<file path="config.mk">
export PLATFORM = sky130hd
export DESIGN_NAME = corr_line_sched_flat
export DESIGN_NICKNAME = d
export VERILOG_FILES = /design/src/rtl/corr_sched_pkg.sv /design/src/rtl/corr_line_sched_if.sv /design/src/rtl/corr_argmax.sv /design/src/rtl/corr_line_sched.sv /design/src/flat_wrapper.sv
export SDC_FILE = /design/constraint.sdc
export NUM_CORES = 1
export LEC_CHECK = 0
export ABC_CLOCK_PERIOD_IN_PS = 2000
export CORE_MARGIN = 1.5
export CORE_UTILIZATION = 30
export DETAILED_ROUTE_END_ITERATION = 10
export RECOVER_POWER = 25
export SLEW_MARGIN = 20
export SYNTH_ARGS = -nofsm -noshare
export SYNTH_HDL_FRONTEND = slang
export SYNTH_HIERARCHICAL = 1
export SYNTH_SLANG_ARGS = --single-unit
</file>
<file path="constraint.sdc">
create_clock -name clk -period 2 [get_ports clk]
set_input_delay 0.4 -clock clk [delete_from_list [all_inputs] [get_ports clk]]
set_output_delay 0.4 -clock clk [all_outputs]
set_load 0.01 [all_outputs]
</file>
<file path="src/rtl/corr_sched_pkg.sv">
// Shared constants and FSM state type for the stereo correlator line scheduler.
// Array geometry and pulse timing live here so RTL and bench agree on them.
package corr_sched_pkg;
  localparam int NUM_DISP         = 11;
  localparam int SCORE_W          = 16;
  localparam int DISP_W           = 4;
  localparam logic [DISP_W-1:0] DISP_REJECT = 4'hF;
  localparam int LINE_W           = 64;
  localparam int PIPE_DEPTH       = 3;
  localparam int WEN_GAP          = 3;
  localparam int FILL_PULSES      = NUM_DISP - 1 + PIPE_DEPTH;
  localparam int TOTAL_PULSES     = LINE_W + PIPE_DEPTH;
  localparam int RESULTS_PER_LINE = LINE_W - NUM_DISP + 1;

  typedef enum logic [2:0] {
    ST_IDLE,
    ST_FILL,
    ST_RUN,
    ST_DRAIN,
    ST_FLUSH
  } sched_state_t;
endpackage

</file>
<file path="src/rtl/corr_line_sched_if.sv">
// Sample stream, array port and result stream of the correlator line scheduler.
// master = scheduler side, slave = surrounding datapath / testbench.
interface corr_line_sched_if;
  import corr_sched_pkg::*;

  logic                         in_valid;
  logic                         in_ready;
  logic [7:0]                   in_l_1;
  logic [7:0]                   in_l_2;
  logic [7:0]                   in_r_1;
  logic [7:0]                   in_r_2;
  logic                         arr_wen;
  logic [7:0]                   arr_l_1;
  logic [7:0]                   arr_l_2;
  logic [7:0]                   arr_r_1;
  logic [7:0]                   arr_r_2;
  logic [NUM_DISP*SCORE_W-1:0]  arr_corr;
  logic                         res_valid;
  logic                         res_ready;
  logic [DISP_W-1:0]            res_disp;
  logic [SCORE_W-1:0]           res_score;
  logic                         res_last;

  modport master (
    input  in_valid, in_l_1, in_l_2, in_r_1, in_r_2, arr_corr, res_ready,
    output in_ready, arr_wen, arr_l_1, arr_l_2, arr_r_1, arr_r_2,
           res_valid, res_disp, res_score, res_last
  );

  modport slave (
    output in_valid, in_l_1, in_l_2, in_r_1, in_r_2, arr_corr, res_ready,
    input  in_ready, arr_wen, arr_l_1, arr_l_2, arr_r_1, arr_r_2,
           res_valid, res_disp, res_score, res_last
  );
endinterface

</file>
<file path="src/rtl/corr_argmax.sv">
// Combinational NUM_DISP-way max/argmax over packed correlation scores.
// Unsigned compare, strict greater-than so ties resolve to the lowest tap.
module corr_argmax
  import corr_sched_pkg::*;
(
  input  logic [NUM_DISP*SCORE_W-1:0] corr,
  output logic [DISP_W-1:0]           best_idx,
  output logic [SCORE_W-1:0]          best_score
);
  logic [SCORE_W-1:0] tap [NUM_DISP];

  genvar gi;
  generate
    for (gi = 0; gi < NUM_DISP; gi++) begin : g_tap
      assign tap[gi] = corr[gi*SCORE_W +: SCORE_W];
    end
  endgenerate

  always_comb begin
    best_score = tap[0];
    best_idx   = '0;
    for (int k = 1; k < NUM_DISP; k++) begin
      if (tap[k] > best_score) begin
        best_score = tap[k];
        best_idx   = DISP_W'(k);
      end
    end
  end
endmodule

</file>
<file path="src/rtl/corr_line_sched.sv">
// Line scheduler: feeds the correlator array with spaced arr_wen pulses, drains it with
// zero samples and reduces valid score vectors to a result stream. Macro: CORR_THRESH_EN.
module corr_line_sched
  import corr_sched_pkg::*;
(
  input  logic                clk,
  input  logic                rst_n,
  input  logic                start,
  output logic                busy,
`ifdef CORR_THRESH_EN
  input  logic [SCORE_W-1:0]  cfg_thresh,
`endif
  corr_line_sched_if.master   bus
);
  localparam int P_W = $clog2(TOTAL_PULSES + 1);
  localparam int G_W = $clog2(WEN_GAP);

  sched_state_t       state_reg;
  logic               busy_reg;
  logic [P_W-1:0]     pulse_cnt_reg;
  logic [G_W-1:0]     gap_cnt_reg;
  logic               cap_pend_reg;
  logic               cap_last_reg;
  logic               arr_wen_reg;
  logic [7:0]         arr_l_1_reg, arr_l_2_reg, arr_r_1_reg, arr_r_2_reg;
  logic               res_valid_reg;
  logic [DISP_W-1:0]  res_disp_reg;
  logic [SCORE_W-1:0] res_score_reg;
  logic               res_last_reg;

  logic [DISP_W-1:0]  best_idx;
  logic [SCORE_W-1:0] best_score;
  logic [DISP_W-1:0]  disp_sel;
  logic [P_W-1:0]     pulse_next;
  logic               cap_ok_next, cap_last_next;
  logic               feeding, out_free, slot_free, issue, capture;

  corr_argmax u_argmax (
    .corr       (bus.arr_corr),
    .best_idx   (best_idx),
    .best_score (best_score)
  );

`ifdef CORR_THRESH_EN
  assign disp_sel = (best_score < cfg_thresh) ? DISP_REJECT : best_idx;
`else
  assign disp_sel = best_idx;
`endif

  // A pulse or capture may only proceed when the output register can take a new result.
  assign feeding   = (state_reg == ST_FILL) || (state_reg == ST_RUN);
  assign out_free  = !res_valid_reg || bus.res_ready;
  assign slot_free = (gap_cnt_reg == '0) && out_free;
  assign issue     = (feeding && bus.in_valid && slot_free) || ((state_reg == ST_DRAIN) && slot_free);
  assign capture   = cap_pend_reg && slot_free;

  assign pulse_next    = pulse_cnt_reg + 1'b1;
  assign cap_ok_next   = (pulse_next >= P_W'(NUM_DISP + PIPE_DEPTH)) &&
                         (pulse_next <= P_W'(TOTAL_PULSES));
  assign cap_last_next = (pulse_next == P_W'(TOTAL_PULSES));

  always_ff @(posedge clk or negedge rst_n) begin
    if (!rst_n) begin
      state_reg     <= ST_IDLE;
      busy_reg      <= 1'b0;
      pulse_cnt_reg <= '0;
      gap_cnt_reg   <= '0;
      cap_pend_reg  <= 1'b0;
      cap_last_reg  <= 1'b0;
    end else begin
      if (issue) begin
        gap_cnt_reg   <= G_W'(WEN_GAP - 1);
        pulse_cnt_reg <= pulse_next;
        cap_pend_reg  <= cap_ok_next;
        cap_last_reg  <= cap_last_next;
      end else begin
        if (gap_cnt_reg != '0) gap_cnt_reg <= gap_cnt_reg - 1'b1;
        if (capture) cap_pend_reg <= 1'b0;
      end

      case (state_reg)
        ST_IDLE: begin
          if (start) begin
            state_reg     <= ST_FILL;
            busy_reg      <= 1'b1;
            pulse_cnt_reg <= '0;
          end
        end
        ST_FILL, ST_RUN: begin
          if (issue) begin
            if (pulse_next == P_W'(LINE_W))           state_reg <= ST_DRAIN;
            else if (pulse_next == P_W'(FILL_PULSES)) state_reg <= ST_RUN;
          end
        end
        ST_DRAIN: begin
          if (issue && (pulse_next == P_W'(TOTAL_PULSES))) state_reg <= ST_FLUSH;
        end
        ST_FLUSH: begin
          if (!cap_pend_reg && res_valid_reg && res_last_reg && bus.res_ready) begin
            state_reg <= ST_IDLE;
            busy_reg  <= 1'b0;
          end
        end
        default: begin
          state_reg <= ST_IDLE;
          busy_reg  <= 1'b0;
        end
      endcase
    end
  end

  // Array write port and result register; drain pulses carry zero samples.
  always_ff @(posedge clk or negedge rst_n) begin
    if (!rst_n) begin
      arr_wen_reg   <= 1'b0;
      arr_l_1_reg   <= '0;
      arr_l_2_reg   <= '0;
      arr_r_1_reg   <= '0;
      arr_r_2_reg   <= '0;
      res_valid_reg <= 1'b0;
      res_disp_reg  <= '0;
      res_score_reg <= '0;
      res_last_reg  <= 1'b0;
    end else begin
      arr_wen_reg <= issue;
      if (issue) begin
        arr_l_1_reg <= feeding ? bus.in_l_1 : 8'h00;
        arr_l_2_reg <= feeding ? bus.in_l_2 : 8'h00;
        arr_r_1_reg <= feeding ? bus.in_r_1 : 8'h00;
        arr_r_2_reg <= feeding ? bus.in_r_2 : 8'h00;
      end
      if (capture) begin
        res_valid_reg <= 1'b1;
        res_disp_reg  <= disp_sel;
        res_score_reg <= best_score;
        res_last_reg  <= cap_last_reg;
      end else if (bus.res_ready) begin
        res_valid_reg <= 1'b0;
        res_last_reg  <= 1'b0;
      end
    end
  end

  assign busy          = busy_reg;
  assign bus.in_ready  = feeding && slot_free;
  assign bus.arr_wen   = arr_wen_reg;
  assign bus.arr_l_1   = arr_l_1_reg;
  assign bus.arr_l_2   = arr_l_2_reg;
  assign bus.arr_r_1   = arr_r_1_reg;
  assign bus.arr_r_2   = arr_r_2_reg;
  assign bus.res_valid = res_valid_reg;
  assign bus.res_disp  = res_disp_reg;
  assign bus.res_score = res_score_reg;
  assign bus.res_last  = res_last_reg;
endmodule

</file>
<file path="src/flat_wrapper.sv">
// flat-port wrapper written by rule: the top's interface ports become plain ports
module corr_line_sched_flat import corr_sched_pkg::*;
  (clk, rst_n, start, busy, bus_in_valid, bus_in_l_1, bus_in_l_2, bus_in_r_1, bus_in_r_2, bus_arr_corr, bus_res_ready, bus_in_ready, bus_arr_wen, bus_arr_l_1, bus_arr_l_2, bus_arr_r_1, bus_arr_r_2, bus_res_valid, bus_res_disp, bus_res_score, bus_res_last);
  corr_line_sched_if bus_i ();
  input  logic clk;
  input  logic rst_n;
  input  logic start;
  output logic busy;
  input wire logic [$bits(bus_i.in_valid)-1:0] bus_in_valid;
  input wire logic [$bits(bus_i.in_l_1)-1:0] bus_in_l_1;
  input wire logic [$bits(bus_i.in_l_2)-1:0] bus_in_l_2;
  input wire logic [$bits(bus_i.in_r_1)-1:0] bus_in_r_1;
  input wire logic [$bits(bus_i.in_r_2)-1:0] bus_in_r_2;
  input wire logic [$bits(bus_i.arr_corr)-1:0] bus_arr_corr;
  input wire logic [$bits(bus_i.res_ready)-1:0] bus_res_ready;
  output wire logic [$bits(bus_i.in_ready)-1:0] bus_in_ready;
  output wire logic [$bits(bus_i.arr_wen)-1:0] bus_arr_wen;
  output wire logic [$bits(bus_i.arr_l_1)-1:0] bus_arr_l_1;
  output wire logic [$bits(bus_i.arr_l_2)-1:0] bus_arr_l_2;
  output wire logic [$bits(bus_i.arr_r_1)-1:0] bus_arr_r_1;
  output wire logic [$bits(bus_i.arr_r_2)-1:0] bus_arr_r_2;
  output wire logic [$bits(bus_i.res_valid)-1:0] bus_res_valid;
  output wire logic [$bits(bus_i.res_disp)-1:0] bus_res_disp;
  output wire logic [$bits(bus_i.res_score)-1:0] bus_res_score;
  output wire logic [$bits(bus_i.res_last)-1:0] bus_res_last;
  assign bus_i.in_valid = bus_in_valid;
  assign bus_i.in_l_1 = bus_in_l_1;
  assign bus_i.in_l_2 = bus_in_l_2;
  assign bus_i.in_r_1 = bus_in_r_1;
  assign bus_i.in_r_2 = bus_in_r_2;
  assign bus_i.arr_corr = bus_arr_corr;
  assign bus_i.res_ready = bus_res_ready;
  assign bus_in_ready = bus_i.in_ready;
  assign bus_arr_wen = bus_i.arr_wen;
  assign bus_arr_l_1 = bus_i.arr_l_1;
  assign bus_arr_l_2 = bus_i.arr_l_2;
  assign bus_arr_r_1 = bus_i.arr_r_1;
  assign bus_arr_r_2 = bus_i.arr_r_2;
  assign bus_res_valid = bus_i.res_valid;
  assign bus_res_disp = bus_i.res_disp;
  assign bus_res_score = bus_i.res_score;
  assign bus_res_last = bus_i.res_last;
  corr_line_sched u_core (.clk(clk), .rst_n(rst_n), .start(start), .busy(busy), .bus(bus_i));
endmodule
</file>
==> results.py, run 1 <==
metrics = {
    "timing": {
        "worst_pin_slew_ps": 1050,
        "drv_slew": 0,
        "clock_skew_ps": 4.52,
        "fin_crit_sh": 10.6,
        "setup_slack_ps": -19220,
        "fmax_mhz": 47.1,
        "fin_crit_ps": 21220,
        "finalSetupViolCount": 20,
        "finalHoldViolCount": 0,
        "max-slew-margin-rel": 0.302,
        "grt_setup_unrepaired": "yes",
    },
    "clock_tree": {
        "cts_hold_buf": 0,
        "cts_tree": "built",
        "clock_sinks": 70,
        "clock_latency_ps": 340,
        "h-tree-depth": 3,
        "root_buffer": "clkbuf_16",
        "clk_path_buf_depth": 2,
        "cts_buffers": 9,
        "clk_pin_slew_worst_paths_ps": 60,
    },
    "finish": {
        "fin_util": 0.603,
        "finalNonFillerCells": 2531,
        "largest_register_ffs": 16,
        "fill_cells": 2864,
        "finalInstanceArea_sq_um": 20800,
        "drive_gt1_frac": 0.482,
        "multi_input_area_sq_um": 10300,
        "ff_latch_area_sq_um": 1750,
        "synthToLayoutAreaGrowth_pct": 98.8,
        "nets": 2442,
    },
    "placed_design": {
        "port_buffers": 269,
        "place_area_sq_um": 18100,
        "gp_routability_congestion": 0.924,
        "dp_hpwl_um": 37300,
        "dp_cells": 2404,
        "place_ws_ps": -19760,
    },
    "yosys": {
        "synth_edf_count": 0,
        "synthesis.area_sq_um": 10500,
        "synth-compound-area-share": 0.351,
        "synth-simple-area-share": 0.185,
        "synthTopCellsByArea": "ha_1 (19%), dfrtp_1 (17%), a21oi_1 (3.7%), o21a_1 (3.6%), o21ai_0 (2.8%)",
        "yosysSeqAreaShare": 0.167,
        "ys.flop_type": "dfrtp_1",
        "ys_ff_latch": 70,
        "syn_avg_cell_area_sq_um": 8.35,
        "syn-num-nets": 1625,
        "ys_types": 96,
        "syn-instance-count": 1253,
        "synth_top_area_frac": 0.190,
        "synthArstFlopShare": 1.00,
        "synth_fa_ha_area_frac": 0.191,
        "synthMuxAreaShare": 0.0391,
        "synth_warnings": 6,
        "synth_top_cells_by_count": "ha_1 (159), a21oi_1 (78), inv_1 (73)",
        "synth_xor_area_frac": 0.00419,
        "synth_area_leader_cell": "ha_1",
        "synth_top_family_by_area": "compound AO/OA/AOI/OAI gates",
        "yosysMostFrequentCell": "ha_1",
    },
    "detailed_routing": {
        "ant_nets": 0,
        "via_count": 13600,
        "routed_wl_um": 48800,
        "viasPerCell": 5.39,
        "dr.pass1.iters": 7,
        "drcViolationCount": 0,
        "wl_per_cell_um": 19.3,
        "drt_iter0_markers": 726,
    },
    "grt": {
        "grt_pass1_vias": 13600,
        "grt_max_degree": 53,
        "antenna_found_initial": 2,
        "grt_util_all_layers": 0.252,
        "grt_pass1_wl_um": 72500,
        "gr-total-overflow": 0,
    },
    "critical_path": {
        "criticalPathCategory": "input port to flop",
        "cp-endpoint": "u_core/bus.res_score[11]",
        "worstReg2RegStart": "u_core/pulse_cnt_reg[0]",
        "critPathLaunchType": "input port",
        "worst_setup_path_end_kind": "flop",
        "max_stage_delay_ps": 450,
        "rr_endpoint": "u_core/state_reg[0]",
        "crit_top_cell": "a21o_1",
        "critPathRequiredTime_ps": 2230,
        "worst_path_max_delay_cell": "a2111o_1",
        "reg2reg_depth": 6,
        "crit_start": "bus_arr_corr[23]",
        "crit_arrival_ps": 21440,
        "rrSetupSlack_ps": 60,
        "crit_fanout": 8,
    },
    "floorplan": {
        "fp.dieH_um": 190,
        "rows": 68,
        "io_pins": 270,
        "die-area_sq_um": 36000,
        "core-area_sq_um": 34500,
        "die_w_um": 190,
        "start_util": 0.304,
    },
    "min_path": {
        "min_path_type": "input port to async pin",
    },
    "flow_run": {
        "maxCapViolCount": 0,
    },
    "status": {
        "status": "finished with violations",
        "violations": "negative setup slack",
    },
}
layout by cell type, fill, tap and decap left out, drive strengths merged, types with 5 or more instances in the layout:
| cell type | instances |
|---|---|
| a211o | 18 |
| buf | 604 |
| a21boi | 20 |
| nand4 | 29 |
| and3 | 22 |
| o21a | 50 |
| mux2 | 23 |
| clkbuf | 30 |
| nor3 | 50 |
| a32oi | 5 |
| clkdlybuf4s50 | 238 |
| a31oi | 7 |
| o211ai | 26 |
| nand2b | 9 |
| a21oi | 80 |
| nand2 | 58 |
| and2 | 5 |
| o221ai | 5 |
| a22o | 33 |
| dfrtp | 70 |
| ha | 159 |
| a211oi | 26 |
| inv | 77 |
| mux2i | 15 |
| o2111ai | 15 |
| or3 | 7 |
| nand3 | 40 |
| or2 | 32 |
| a22oi | 17 |
| nor2 | 56 |
| o22ai | 18 |
| nor4 | 21 |
| nor2b | 10 |
| o31ai | 34 |
| o21ai | 62 |
| o311ai | 5 |
| a21o | 28 |
through the flow:
| step | TNS, ps | hold slack, ps |
|---|---|---|
| floorplan | -366260 | 104 |
| global placement | -389020 | 370 |
| detailed placement | -397100 | 380 |
| CTS | -372030 | 16.2 |
| global route | -401230 | 302 |
| finish | -382770 | 223 |
kinds of logic (layout without fill, tap and decap cells):
kind of cell | count (synthesis) | count (layout)
DFF | 70 | 70
buffers and inverters | 144 | 964
and+or+nand+nor | 348 | 349
other | 0 | 1
AOI/OAI and AO/OA | 488 | 489
xor gates and xnor gates | 5 | 5
adders and majority gates | 160 | 160
muxes | 38 | 38
timing repair:
item,4_1_cts,5_1_grt
gates resized for setup,152,198
setup endpoints to repair,21,21
setup buffers,57,51
cloned,6,3
pin swaps,89,103
worst min-delay path by stage:
stage	from	endpoint	slack, ps	depth (start not counted)
final	rst_n	u_core/bus.res_last	220	1
after global routing	rst_n	u_core/gap_cnt_reg[1]	300	1
after CTS	rst_n	u_core/bus.arr_wen	20	1
after detailed placement	rst_n	u_core/bus.res_last	380	1
after global placement	rst_n	u_core/bus.res_valid	370	1
after floorplan	rst_n	u_core/bus.arr_l_1[0]	100	0
cell type report:
type	count	area share
multi-input cells	1041	0.494
well taps	455	0.0274
flip-flops and latches	70	0.0843
inverters	74	0.0136
repair buffers	874	0.365
clock buffers	9	0.0108
clock inverters	7	0.00506
diodes	1	0.000120
critical path, delay by kind of cell:
family | cells | cell delay (ps)
multiplexers | 2 | 460
AND/OR/NAND/NOR | 24 | 3910
adder cells (fa/ha/maj) | 10 | 2520
buffers and inverters | 21 | 2970
AO/OA/AOI/OAI | 59 | 11150
layer usage:
layer,vias up,wire length (um),share of wire,track usage
met5,-,12,0.00025,0
met4,2,2210,0.045,0.107
met3,127,2150,0.044,0.0315
met2,420,24200,0.50,0.441
met1,6566,20200,0.41,0.311
li1,6529,-,-,-
Power of run 1 is left out: the tool's default activity adds up to more than one toggle a clock period on the data nets, which glitch-free logic cannot reach.
==> inputs of run 2 (changes only) <==
--- a/config.mk
+++ b/config.mk
@@ -6,7 +6,7 @@
 export NUM_CORES = 1
 export LEC_CHECK = 0
 export ABC_CLOCK_PERIOD_IN_PS = 2000
-export CORE_MARGIN = 1.5
+export CORE_MARGIN = 2
 export CORE_UTILIZATION = 30
 export DETAILED_ROUTE_END_ITERATION = 10
 export RECOVER_POWER = 25
==> run 2 against run 1 <==
Net effect:
- clock skew is 5.1 ps higher
- via count shrank 1.2%
- the run ends with max-capacitance violations, max-slew violations, negative setup slack left
- first-iteration DRC count grew 10%
- critical path depth is 7 lower
- cell area decreased by 1.5%
==> results.py, run 2 (same netlist as run 1, synthesis figures left out) <==
metrics = {
    "status": {
        "status": "finished with violations",
        "violations": "max-capacitance violations, max-slew violations, negative setup slack",
    },
    "critical_path": {
        "max_stage_delay_ps": 590,
        "worst_setup_path_end_kind": "flop",
        "criticalPathCategory": "input port to flop",
        "crit_fanout": 8,
        "crit_top_cell": "a21o_1",
        "critPathRequiredTime_ps": 2220,
        "crit_arrival_ps": 21100,
        "rrSetupSlack_ps": 120,
        "rr_endpoint": "u_core/state_reg[0]",
        "worst_path_max_delay_cell": "or4_4",
        "critPathLaunchType": "input port",
        "worstReg2RegStart": "u_core/pulse_cnt_reg[0]",
        "reg2reg_depth": 7,
    },
    "clock_tree": {
        "clk_path_buf_depth": 2,
        "clock_latency_ps": 340,
        "cts_buffers": 9,
        "cts_tree": "built",
        "clk_pin_slew_worst_paths_ps": 60,
        "clock_sinks": 70,
        "h-tree-depth": 3,
        "cts_hold_buf": 0,
        "root_buffer": "clkbuf_16",
    },
    "min_path": {
        "min_path_type": "flop to flop",
        "hp-start": "u_core/gap_cnt_reg[0]",
        "hold_depth": 1,
        "whs_endpoint": "u_core/gap_cnt_reg[0]",
    },
    "detailed_routing": {
        "drt_iter0_markers": 800,
        "dr.pass1.iters": 5,
        "wl_met3_um": 1730,
        "wl_met1_um": 20500,
        "routed_wl_um": 47700,
        "via_count": 13500,
        "dr_wl_met2_um": 24300,
        "drcViolationCount": 0,
        "highest_layer": "met4",
        "wl_per_cell_um": 19.1,
        "viasPerCell": 5.39,
        "ant_nets": 0,
    },
    "finish": {
        "drive_gt1_frac": 0.474,
        "final_cell_mix": "buf_4 (525), clkdlybuf4s50_1 (235), ha_1 (110), dfrtp_1 (70), inv_1 (56)",
        "finalInstanceArea_sq_um": 20500,
        "nets": 2408,
        "synthToLayoutAreaGrowth_pct": 95.8,
        "largest_register_ffs": 16,
        "fill_cells": 2919,
        "fin_util": 0.594,
        "final_common_cell": "buf_4",
        "finalNonFillerCells": 2499,
    },
    "timing": {
        "fin_crit_ps": 20880,
        "drv_slew": 71,
        "worst_pin_slew_ps": 1640,
        "fin_crit_sh": 10.4,
        "setup_slack_ps": -18880,
        "max-slew-margin-rel": -0.0925,
        "fmax_mhz": 47.9,
        "clock_skew_ps": 9.65,
        "finalSetupViolCount": 20,
        "grt_setup_unrepaired": "yes",
        "finalHoldViolCount": 0,
    },
    "placed_design": {
        "port_buffers": 269,
        "gp_routability_congestion": 0.937,
        "place_area_sq_um": 18000,
        "dp_hpwl_um": 37700,
        "dp_cells": 2386,
    },
    "grt": {
        "antenna_found_initial": 3,
        "grt_pass1_vias": 13700,
        "grt_pass1_wl_um": 72500,
        "grt_util_all_layers": 0.251,
        "grt_max_degree": 71,
        "gr-total-overflow": 0,
    },
    "floorplan": {
        "fp.dieH_um": 191,
        "die_w_um": 191,
        "die-area_sq_um": 36400,
        "core-area_sq_um": 34500,
        "io_pins": 270,
        "rows": 68,
        "start_util": 0.304,
    },
    "flow_run": {
        "maxCapViolCount": 1,
    },
}
-- run 2: changes by cell type in the layout (fill, tap and decap cells not counted), moves of 5 or more --
cell      delta
a21boi_2     -5
buf_2       +10
buf_4       -32
buf_6       +15
clkbuf_2    -16
ha_1         +7
ha_4         -5
nor3_2       -5
-- run 2: cell type report --
cell class              count  area (sq um)  area share
multi-input cells        1042         10200       0.500
inverters                  74           290      0.0142
flip-flops and latches     70          1750      0.0855
clock buffers               9           225      0.0110
clock inverters             7           104     0.00507
repair buffers            839          7300       0.357
diodes                      3          7.51    0.000367
well taps                 455           569      0.0278
-- run 2: worst max-delay path, delay by kind of cell --
family | cells | cell delay, ps
AOI/OAI and AO/OA | 63 | 11790
muxes | 2 | 470
adders and majority gates | 10 | 2800
buffers and inverters | 13 | 1970
and+or+nand+nor | 21 | 3620
-- run 2: through the flow --
step	hold slack (ps)	worst slack, ps	TNS [ps]
floorplan	104	-18410	-366260
global placement	462	-19780	-397310
detailed placement	460	-20080	-402740
CTS	92.0	-18550	-368860
global route	495	-19760	-393850
finish	480	-18880	-376170
-- run 2: how the worst max path moves through the flow --
| stage | end | from | slack [ps] | cells past startpoint |
|---|---|---|---|---|
| after global placement | u_core/bus.res_score[9] | bus_arr_corr[13] | -19780 | 108 |
| after floorplan | u_core/bus.res_score[6] | bus_arr_corr[21] | -18410 | 114 |
| final | u_core/bus.res_score[8] | bus_arr_corr[23] | -18880 | 109 |
| after detailed placement | u_core/bus.res_score[9] | bus_arr_corr[13] | -20080 | 110 |
| after global routing | u_core/bus.res_score[8] | bus_arr_corr[7] | -19760 | 113 |
| after CTS | u_core/bus.res_score[8] | bus_arr_corr[15] | -18550 | 111 |
-- run 2: per-layer routing --
metal	vias to the layer above	GRT usage
met5	-	0
met4	0	0.0692
met3	69	0.0193
met2	362	0.463
met1	6568	0.311
li1	6483	-
-- run 2: timing repair --
| action | CTS | global route |
|---|---|---|
| setup buffers | 65 | 25 |
| gates cloned | 6 | 2 |
| resized for setup | 294 | 116 |
| setup endpoints to repair | 21 | 23 |
| pin swaps | 125 | 63 |
Power of run 2 is left out for the same reason.
